File: config.mk
export PLATFORM = sky130hd
export DESIGN_NAME = wb_bridge
export DESIGN_NICKNAME = d
export VERILOG_FILES = /design/src/rtl/wb_bridge_pkg.sv /design/src/rtl/wb_timeout.sv /design/src/rtl/wb_bridge.sv
export SDC_FILE = /design/constraint.sdc
export NUM_CORES = 1
export LEC_CHECK = 0
export CAP_MARGIN = 0
export CORE_MARGIN = 3
export CORE_UTILIZATION = 45
export DETAILED_ROUTE_END_ITERATION = 7
export GPL_TIMING_DRIVEN = 1
export HOLD_SLACK_MARGIN = 0.06
export PLACE_DENSITY = 0.95
export SETUP_SLACK_MARGIN = 0.15
export SLEW_MARGIN = 5
export SYNTH_ARGS = -nofsm -noshare
export SYNTH_HDL_FRONTEND = slang
export SYNTH_SLANG_ARGS = --single-unit
File: constraint.sdc
create_clock -name clk -period 3.1 [get_ports clk]
set_clock_uncertainty 0.2 [all_clocks]
set_input_delay 0.62 -clock clk [delete_from_list [all_inputs] [get_ports clk]]
set_output_delay 0.62 -clock clk [all_outputs]
set_load 0.02 [all_outputs]
File: src/rtl/wb_bridge_pkg.sv
// Shared types and bus widths for the core-to-Wishbone bridge.
package wb_bridge_pkg;
    localparam int ADDR_W = 32;
    localparam int DATA_W = 32;
    localparam int SEL_W  = 4;

    typedef enum logic [1:0] {IDLE, BUS, RESP} state_e;

    typedef struct packed {
        logic [ADDR_W-1:0] adr;
        logic [DATA_W-1:0] dat;
        logic [SEL_W-1:0]  sel;
        logic              ins;
    } req_t;
endpackage

File: src/rtl/wb_timeout.sv
// Bus-cycle watchdog: expired is high during the TIMEOUT-th enabled cycle after clear.
module wb_timeout #(
    parameter int TIMEOUT = 255
) (
    input  logic clk,
    input  logic reset,
    input  logic clear,
    input  logic enable,
    output logic expired
);
    localparam int CW = (TIMEOUT > 0) ? $clog2(TIMEOUT + 1) : 1;
    localparam logic [CW-1:0] LAST = CW'((TIMEOUT > 0) ? TIMEOUT - 1 : 0);

    logic [CW-1:0] cnt_q, cnt_d;

    always_comb begin
        cnt_d = cnt_q;
        if (clear)       cnt_d = '0;
        else if (enable) cnt_d = cnt_q + 1'b1;
    end

    always_ff @(posedge clk) begin
        if (reset) cnt_q <= '0;
        else       cnt_q <= cnt_d;
    end

    // TIMEOUT of 0 never expires.
    assign expired = (TIMEOUT > 0) && enable && (cnt_q == LAST);
endmodule

File: src/rtl/wb_bridge.sv
// Single-outstanding bridge from the core's valid/ready request port to Wishbone classic.
module wb_bridge
    import wb_bridge_pkg::*;
#(
    parameter int TIMEOUT = 255
) (
    input  logic              clk,
    input  logic              reset,
    input  logic              ext_valid,
    input  logic              ext_instruction,
    output logic              ext_ready,
    input  logic [ADDR_W-1:0] ext_address,
    input  logic [DATA_W-1:0] ext_write_data,
    input  logic [SEL_W-1:0]  ext_write_strobe,
    output logic [DATA_W-1:0] ext_read_data,
    output logic              wb_cyc_o,
    output logic              wb_stb_o,
    output logic              wb_we_o,
    output logic [ADDR_W-1:0] wb_adr_o,
    output logic [DATA_W-1:0] wb_dat_o,
    output logic [SEL_W-1:0]  wb_sel_o,
    output logic              wb_tgc_o,
    input  logic [DATA_W-1:0] wb_dat_i,
    input  logic              wb_ack_i,
    input  logic              wb_err_i,
    output logic              bus_error
);
    state_e            state_q, state_d;
    req_t              req_q, req_d;
    logic [DATA_W-1:0] rdata_q, rdata_d;
    logic              berr_q, berr_d;
    logic              expired;

    wb_timeout #(.TIMEOUT(TIMEOUT)) u_timeout (
        .clk     (clk),
        .reset   (reset),
        .clear   (state_q == IDLE && ext_valid),
        .enable  (state_q == BUS),
        .expired (expired)
    );

    always_ff @(posedge clk) begin
        if (reset) begin
            state_q <= IDLE;
            req_q   <= '0;
            rdata_q <= '0;
            berr_q  <= 1'b0;
        end else begin
            state_q <= state_d;
            req_q   <= req_d;
            rdata_q <= rdata_d;
            berr_q  <= berr_d;
        end
    end

    always_comb begin
        state_d = state_q;
        req_d   = req_q;
        rdata_d = rdata_q;
        berr_d  = 1'b0;
        case (state_q)
            IDLE: if (ext_valid) begin
                req_d   = '{adr: ext_address, dat: ext_write_data,
                            sel: ext_write_strobe, ins: ext_instruction};
                state_d = BUS;
            end
            // err wins over ack; a timeout only fires when neither arrived.
            BUS: if (wb_err_i || (!wb_ack_i && expired)) begin
                rdata_d = '0;
                berr_d  = 1'b1;
                state_d = RESP;
            end else if (wb_ack_i) begin
                rdata_d = wb_dat_i;
                state_d = RESP;
            end
            RESP:    state_d = IDLE;
            default: state_d = IDLE;
        endcase
    end

    assign wb_cyc_o      = (state_q == BUS);
    assign wb_stb_o      = wb_cyc_o;
    assign wb_we_o       = wb_cyc_o && (|req_q.sel);
    assign wb_sel_o      = !wb_cyc_o ? '0 : ((|req_q.sel) ? req_q.sel : '1);
    assign wb_adr_o      = req_q.adr;
    assign wb_dat_o      = req_q.dat;
    assign wb_tgc_o      = req_q.ins;
    assign ext_ready     = (state_q == RESP);
    assign ext_read_data = rdata_q;
    assign bus_error     = berr_q;
endmodule

**Word level (Yosys, flattened, before mapping)**

Cells that the tools add are included.

- Register bits: 112
- Latch bits: 0
- Bits in writable memories: 0
- ROM bits: 0
- Input port bits: 106
- Output and inout bits: 106
- Memories kept: 0

- Add/subtract/negate cells: 1
- $mul: 0
- Div/mod/pow operators: 0
- Order comparisons: 0
- Equal/unequal tests: 5
- Shifts and indexed selects: 0
- Mux-type cells: 9
- Bitwise logic cells: 1
- Reductions and logical operators: 14

Operators with widths:

| cell | count |
|---|---|
| 2-to-1 mux 32 bit | 2 |
| adder 8 x 1 -> 8 bit (second input constant) | 1 |
| == test 8 bit (second input constant) | 1 |
| 2-to-1 mux 4 bit | 2 |
| 2-to-1 mux 2 bit | 3 |
| AND reduction 2 bit | 3 |
| logical AND 1 bit | 4 |
| case mux 2 bit (2 select lines) | 1 |
| OR reduction 2 bit | 2 |
| OR reduction 4 bit | 1 |
| != test 3 x 1 -> 1 bit (second input constant) | 1 |
| == test 2 x 1 -> 1 bit (second input constant) | 1 |
| == test 2 bit (second input constant) | 1 |
| logical NOT 2 bit | 1 |
| != test 2 bit (second input constant) | 1 |
| nonzero test 2 bit | 1 |
| logical NOT 1 bit | 1 |
| logical OR 1 bit | 1 |
| 2-to-1 mux 1 bit | 1 |
| NOT 1 bit | 1 |

**Depth between registers and ports, before layout**

Gate-level depths: netlist (run 1).

- Depth in word-level cells: 6
- Depth in mapped cells: 6
- Mapped depth without buffers: 5

**By module**

A second synthesis (run 1) with hierarchy kept.

- Cell total of the unflattened synthesis: 576
- Area, all modules: 4777.1 sq um

By module, submodules not included:

| module | times used | cells each | area an instance (sq um) | seq. area each (sq um) |
|---|---|---|---|---|
| wb_bridge | 1 | 534 | 4399.2 | 2082.0 |
| wb_timeout | 1 | 42 | 377.9 | 160.2 |

**Worst setup path before layout (run 1)**

No wires, ideal clock.

- Kind: reg2out
- From: reg req_q[4] (netlist bit)
- To: out wb_sel_o[0]
- Data arrival time: 1203 ps
- Data required time: 2280 ps
- Setup slack: 1077 ps
- Cell stages (with the launch flop): 4
- Path buffers: 0
- Path through: dfxtp_1 -> nor4_1 -> nor2_1 -> nor2_1

- Longest elaborated chain between the ends: 3

Ends and longest elaborated chain:

| element | RTL line | RTL |
|---|---|---|
| start: declaration | wb_bridge.sv:29 | `req_t req_q, req_d;` |
| start signal: assignment | wb_bridge.sv:50 | `req_q <= req_d;` |
| OR reduction 4 bit | wb_bridge.sv:84 | `assign wb_sel_o = !wb_cyc_o ? '0 : ((\|req_q.sel) ? req_q.sel : '1);` |
| 2-to-1 mux 4 bit (2 in a row) | wb_bridge.sv:84 |  |
| end: declaration | wb_bridge.sv:21 | `output logic [SEL_W-1:0] wb_sel_o,` |

Every way passes these cells.

**Worst setup path after layout (run 1)**

- From: reg state_q[1]
- To: out wb_cyc_o

- Longest elaborated chain between the ends: 1

Ends and longest elaborated chain:

| element | RTL line | RTL |
|---|---|---|
| start: declaration | wb_bridge.sv:28 | `state_e state_q, state_d;` |
| start signal: assignment | wb_bridge.sv:49 | `state_q <= state_d;` |
| == test 2 x 1 -> 1 bit | wb_bridge.sv:81 | `assign wb_cyc_o = (state_q == BUS);` |
| end: declaration | wb_bridge.sv:16 | `output logic wb_cyc_o,` |

Every way passes these cells.

==> metrics.log, run 1 <==
[metrics] HPWL after DPL: between 9 and 10 mm
[metrics] Setup crit start kind: register
[metrics] ranking of synthesized cells by area: dfxtp_1, a21oi_1, buf_4, nand2_1, o211ai_1
[metrics] Power per Cell Area: 455.1 nW/µm²
[metrics] sequential cell area fraction in the yosys report: 0.4669
[metrics] Cell Rows: 37
[metrics] number of flops mapped to enable cells by yosys: 0
[metrics] number of top-level design ports: 212
[metrics] largest net degree at the start of global routing: between 60 and 70
[metrics] count of mapped cells out of synthesis: 583
[metrics] diode count: 0
[metrics] Synth async-reset ratio: 0
[metrics] crit path from: state_q[1]
[metrics] Arr. time, crit path: approximately 1.9 ns
[metrics] clock tree from TritonCTS: done
[metrics] Main synth FF type: dfxtp_1
[metrics] global-route wire length before repair: 20.82 mm
[metrics] worst hold margin: 0.2597 ns
[metrics] Antenna Violating Nets Remaining: 0
[metrics] root buffer cell: clkbuf_8
[metrics] overall routing resource usage: 0.2183
[metrics] number of synthesized register bits: between 100 and 150
[metrics] final RePlAce weighted congestion: 0.7753
[metrics] worst-case vdd ir drop: 0.2138 mV
[metrics] Hold Violations, Final: 0
[metrics] count of TritonRoute iterations in the first routing pass: 5
[metrics] Hold Path Class: reg2reg
[metrics] netlist area before placement: ~4800 µm²
[metrics] share of synthesized cell area in full adder, half adder and majority cells: 0.005211
[metrics] H-Tree Level Count: 3
[metrics] worst-case headroom to the max-slew limit: 0.2396
[metrics] multiplexer share of the synthesized area: 0
[metrics] Layout Nets: 813
[metrics] width of the chip: between 100 and 150 µm
[metrics] post-layout min period: 2.758 ns
[metrics] Starting DRT DRC Count: 255
[metrics] r2r startpoint: state_q[1]
[metrics] startpoint-to-endpoint class of the critical path: reg2out
[metrics] share of the clock period used by the worst path: 0.8895
[metrics] most used standard cells in the synthesized netlist: nand2_1, dfxtp_1, a21oi_1
[metrics] initial antenna violation count: 0
[metrics] status: complete, no violations
[metrics] ratio of cells with drive above 1 in the final layout: 0.04930
[metrics] Clock Latency Late Sink: 0.36 ns
[metrics] total of warnings raised by yosys: 0
[metrics] final-report max-slew violation count: 0
[metrics] transition at the pin with the smallest max-transition slack: roughly 1.1 ns
[metrics] Compound-Gate Fraction of Synth Area: 0.2249
[metrics] maximum fanout encountered on the critical timing path: 11
[metrics] Synth Area per Inst: between 8 and 9 µm²
[metrics] number of buffers created by CTS: 9
[metrics] layout overhead on the synthesized area: 39.40%
[metrics] Setup-failing EPs final: 0
[metrics] leakage power: around 2.3 nW
[metrics] grt total ovfl: 0
[metrics] top-area cell type share of the netlist area: 0.4669
[metrics] number of buffer cells added on primary ports: 211
[metrics] Synth Area in XOR/XNOR: 0.003648
[metrics] Detailed Route WL: 13.66 mm
[metrics] initial core utilization: 0.4631
[metrics] synth unique cells: 32
[metrics] nature of the critical path endpoint: primary output
[metrics] routed wirelength normalized by instance count: 16.14 µm
[metrics] overall die area: between 10000 and 15000 µm²
[metrics] Clock Sink Count: 112
[metrics] Critical Path RT: 2.28 ns
[metrics] clock transition at the registers of the reported paths: 0.11 ns
[metrics] largest family of logic cells by synthesized area: compound AO/OA/AOI/OAI gates
[metrics] beginning of the worst hold path: wb_adr_o[22]
[metrics] remaining design rule violation count: 0
[metrics] core area: 10370 µm²
[metrics] setup repair after global routing missed its margin: false
[metrics] net count of the mapped netlist: just under 700
[metrics] area share of and/or/nand/nor cells after synthesis: 0.1490
[metrics] height of the chip: 109.3 µm
[metrics] cell type contributing the most total cell area after synthesis: dfxtp_1
[metrics] total via count after detailed routing: 4486
[metrics] buffer levels on the longest clock path: 2
[metrics] Max Clock Freq: approximately 0.36 GHz
[metrics] hold_buf cts: 0
[metrics] vias in the first global route: 4314
[metrics] setup TNS: 0 ns
[metrics] most common cell in the netlist: nand2_1
[metrics] vias per cell: 5.303
[metrics] reported max-cap violation count: 0
==> where the power goes <==
group / switching [mW] / total (mW) / internal, mW / leakage [nW]
logic: 0.298 / 0.602 / 0.304 / 1.31
registers: 0.0446 / 1.55 / 1.51 / 0.915
clock network: 0.491 / 0.890 / 0.399 / 0.103
total: 0.833 / 3.05 / 2.21 / 2.33
==> sequential cells by signal, summed over array words and instances (netlist names) <==
register         cells
wb_dat_o            32
bus_error            1
wb_tgc_o             1
ext_read_data       32
req_q                4
u_timeout.cnt_q      8
state_q              2
wb_adr_o            32
==> cells by family after synthesis <==
group,count (synthesis)
xor+xnor,2
fa+ha+maj,2
flops,112
simple gates,172
buf+inv,115
compound gates,180
==> per-layer routing <==
| metal | track usage | part of all wire | up-vias |
|---|---|---|---|
| met1 | 0.2601 | 0.39 | 2087 |
| met3 | 0.05520 | 0.10 | 14 |
| met2 | 0.3873 | 0.50 | 228 |
| li1 | - | - | 2157 |
| met4 | 0.06500 | 0.0081 | 0 |
| met5 | 0 | 0 | - |
==> area by class of cell <==
class | count | area (µm²)
inverter | 4 | 15.01
clock inverter | 6 | 65.06
timing repair buffer | 222 | 2205
clock buffer | 10 | 137.6
tap | 136 | 170.2
fill | 816 | 3676
sequential | 112 | 2242
multi-input combinational | 356 | 1859
==> metrics by stage <==
stage / setup slack, ns / utilization / area [µm²] / power [mW] / std cells
global route: 0.2228 / 0.6455 / 6694 / 3.174 / 846
detailed placement: 0.2947 / 0.6245 / 6476 / 2.184 / 830
finish: 0.3424 / 0.6455 / 6694 / 3.047 / 846
CTS: 0.2996 / 0.6447 / 6685 / 3.063 / 846
floorplan: 1.077 / - / 4802 / 1.928 / 583
global placement: 0.4326 / 0.6245 / 6476 / 2.163 / 830
==> cells in the final DEF (no fill, tap or decap), types with 2 or more instances in the layout <==
master,n
buf_4,11
o211ai_1,33
a21oi_1,107
nor2_1,14
ha_1,2
inv_1,3
or3_1,4
a22oi_1,32
nand3_1,2
nand2b_1,2
nand2_1,139
clkinv_2,2
clkbuf_8,10
clkdlybuf4s50_1,210
xnor2_1,2
o21ai_0,4
inv_6,2
dfxtp_1,112
==> critical path, stage by stage (launching register included) <==
cell and delay, ns:
dfxtp_1 0.33, nand2b_1 0.37, inv_2 0.24, clkdlybuf4s50_1 0.63
==> path summary, 6_finish.rpt <==
kind	endpoint	slack (ns)	cells after the start
worst max-delay path	wb_cyc_o	0.34	3
worst min-delay path	wb_adr_o[22]	0.26	2
worst max register to register	ext_read_data[5]	0.94	4
worst min register to register	wb_adr_o[22]	0.26	2
==> timing repair <==
action,4_1_cts,5_1_grt
endpoints found under the setup margin,4,2
buffers inserted,0,0
gates resized for setup,1,1
Note: power is estimated with default switching activity, not from simulation.
==> inputs of run 2 (changes only) <==
--- a/config.mk
+++ b/config.mk
@@ -10,7 +10,6 @@
 export CORE_UTILIZATION = 45
 export DETAILED_ROUTE_END_ITERATION = 7
 export GPL_TIMING_DRIVEN = 1
-export HOLD_SLACK_MARGIN = 0.06
 export PLACE_DENSITY = 0.95
 export SETUP_SLACK_MARGIN = 0.15
 export SLEW_MARGIN = 5
==> results of run 2 <==
The final DEF is identical to that of run 1; final timing and power are the same.
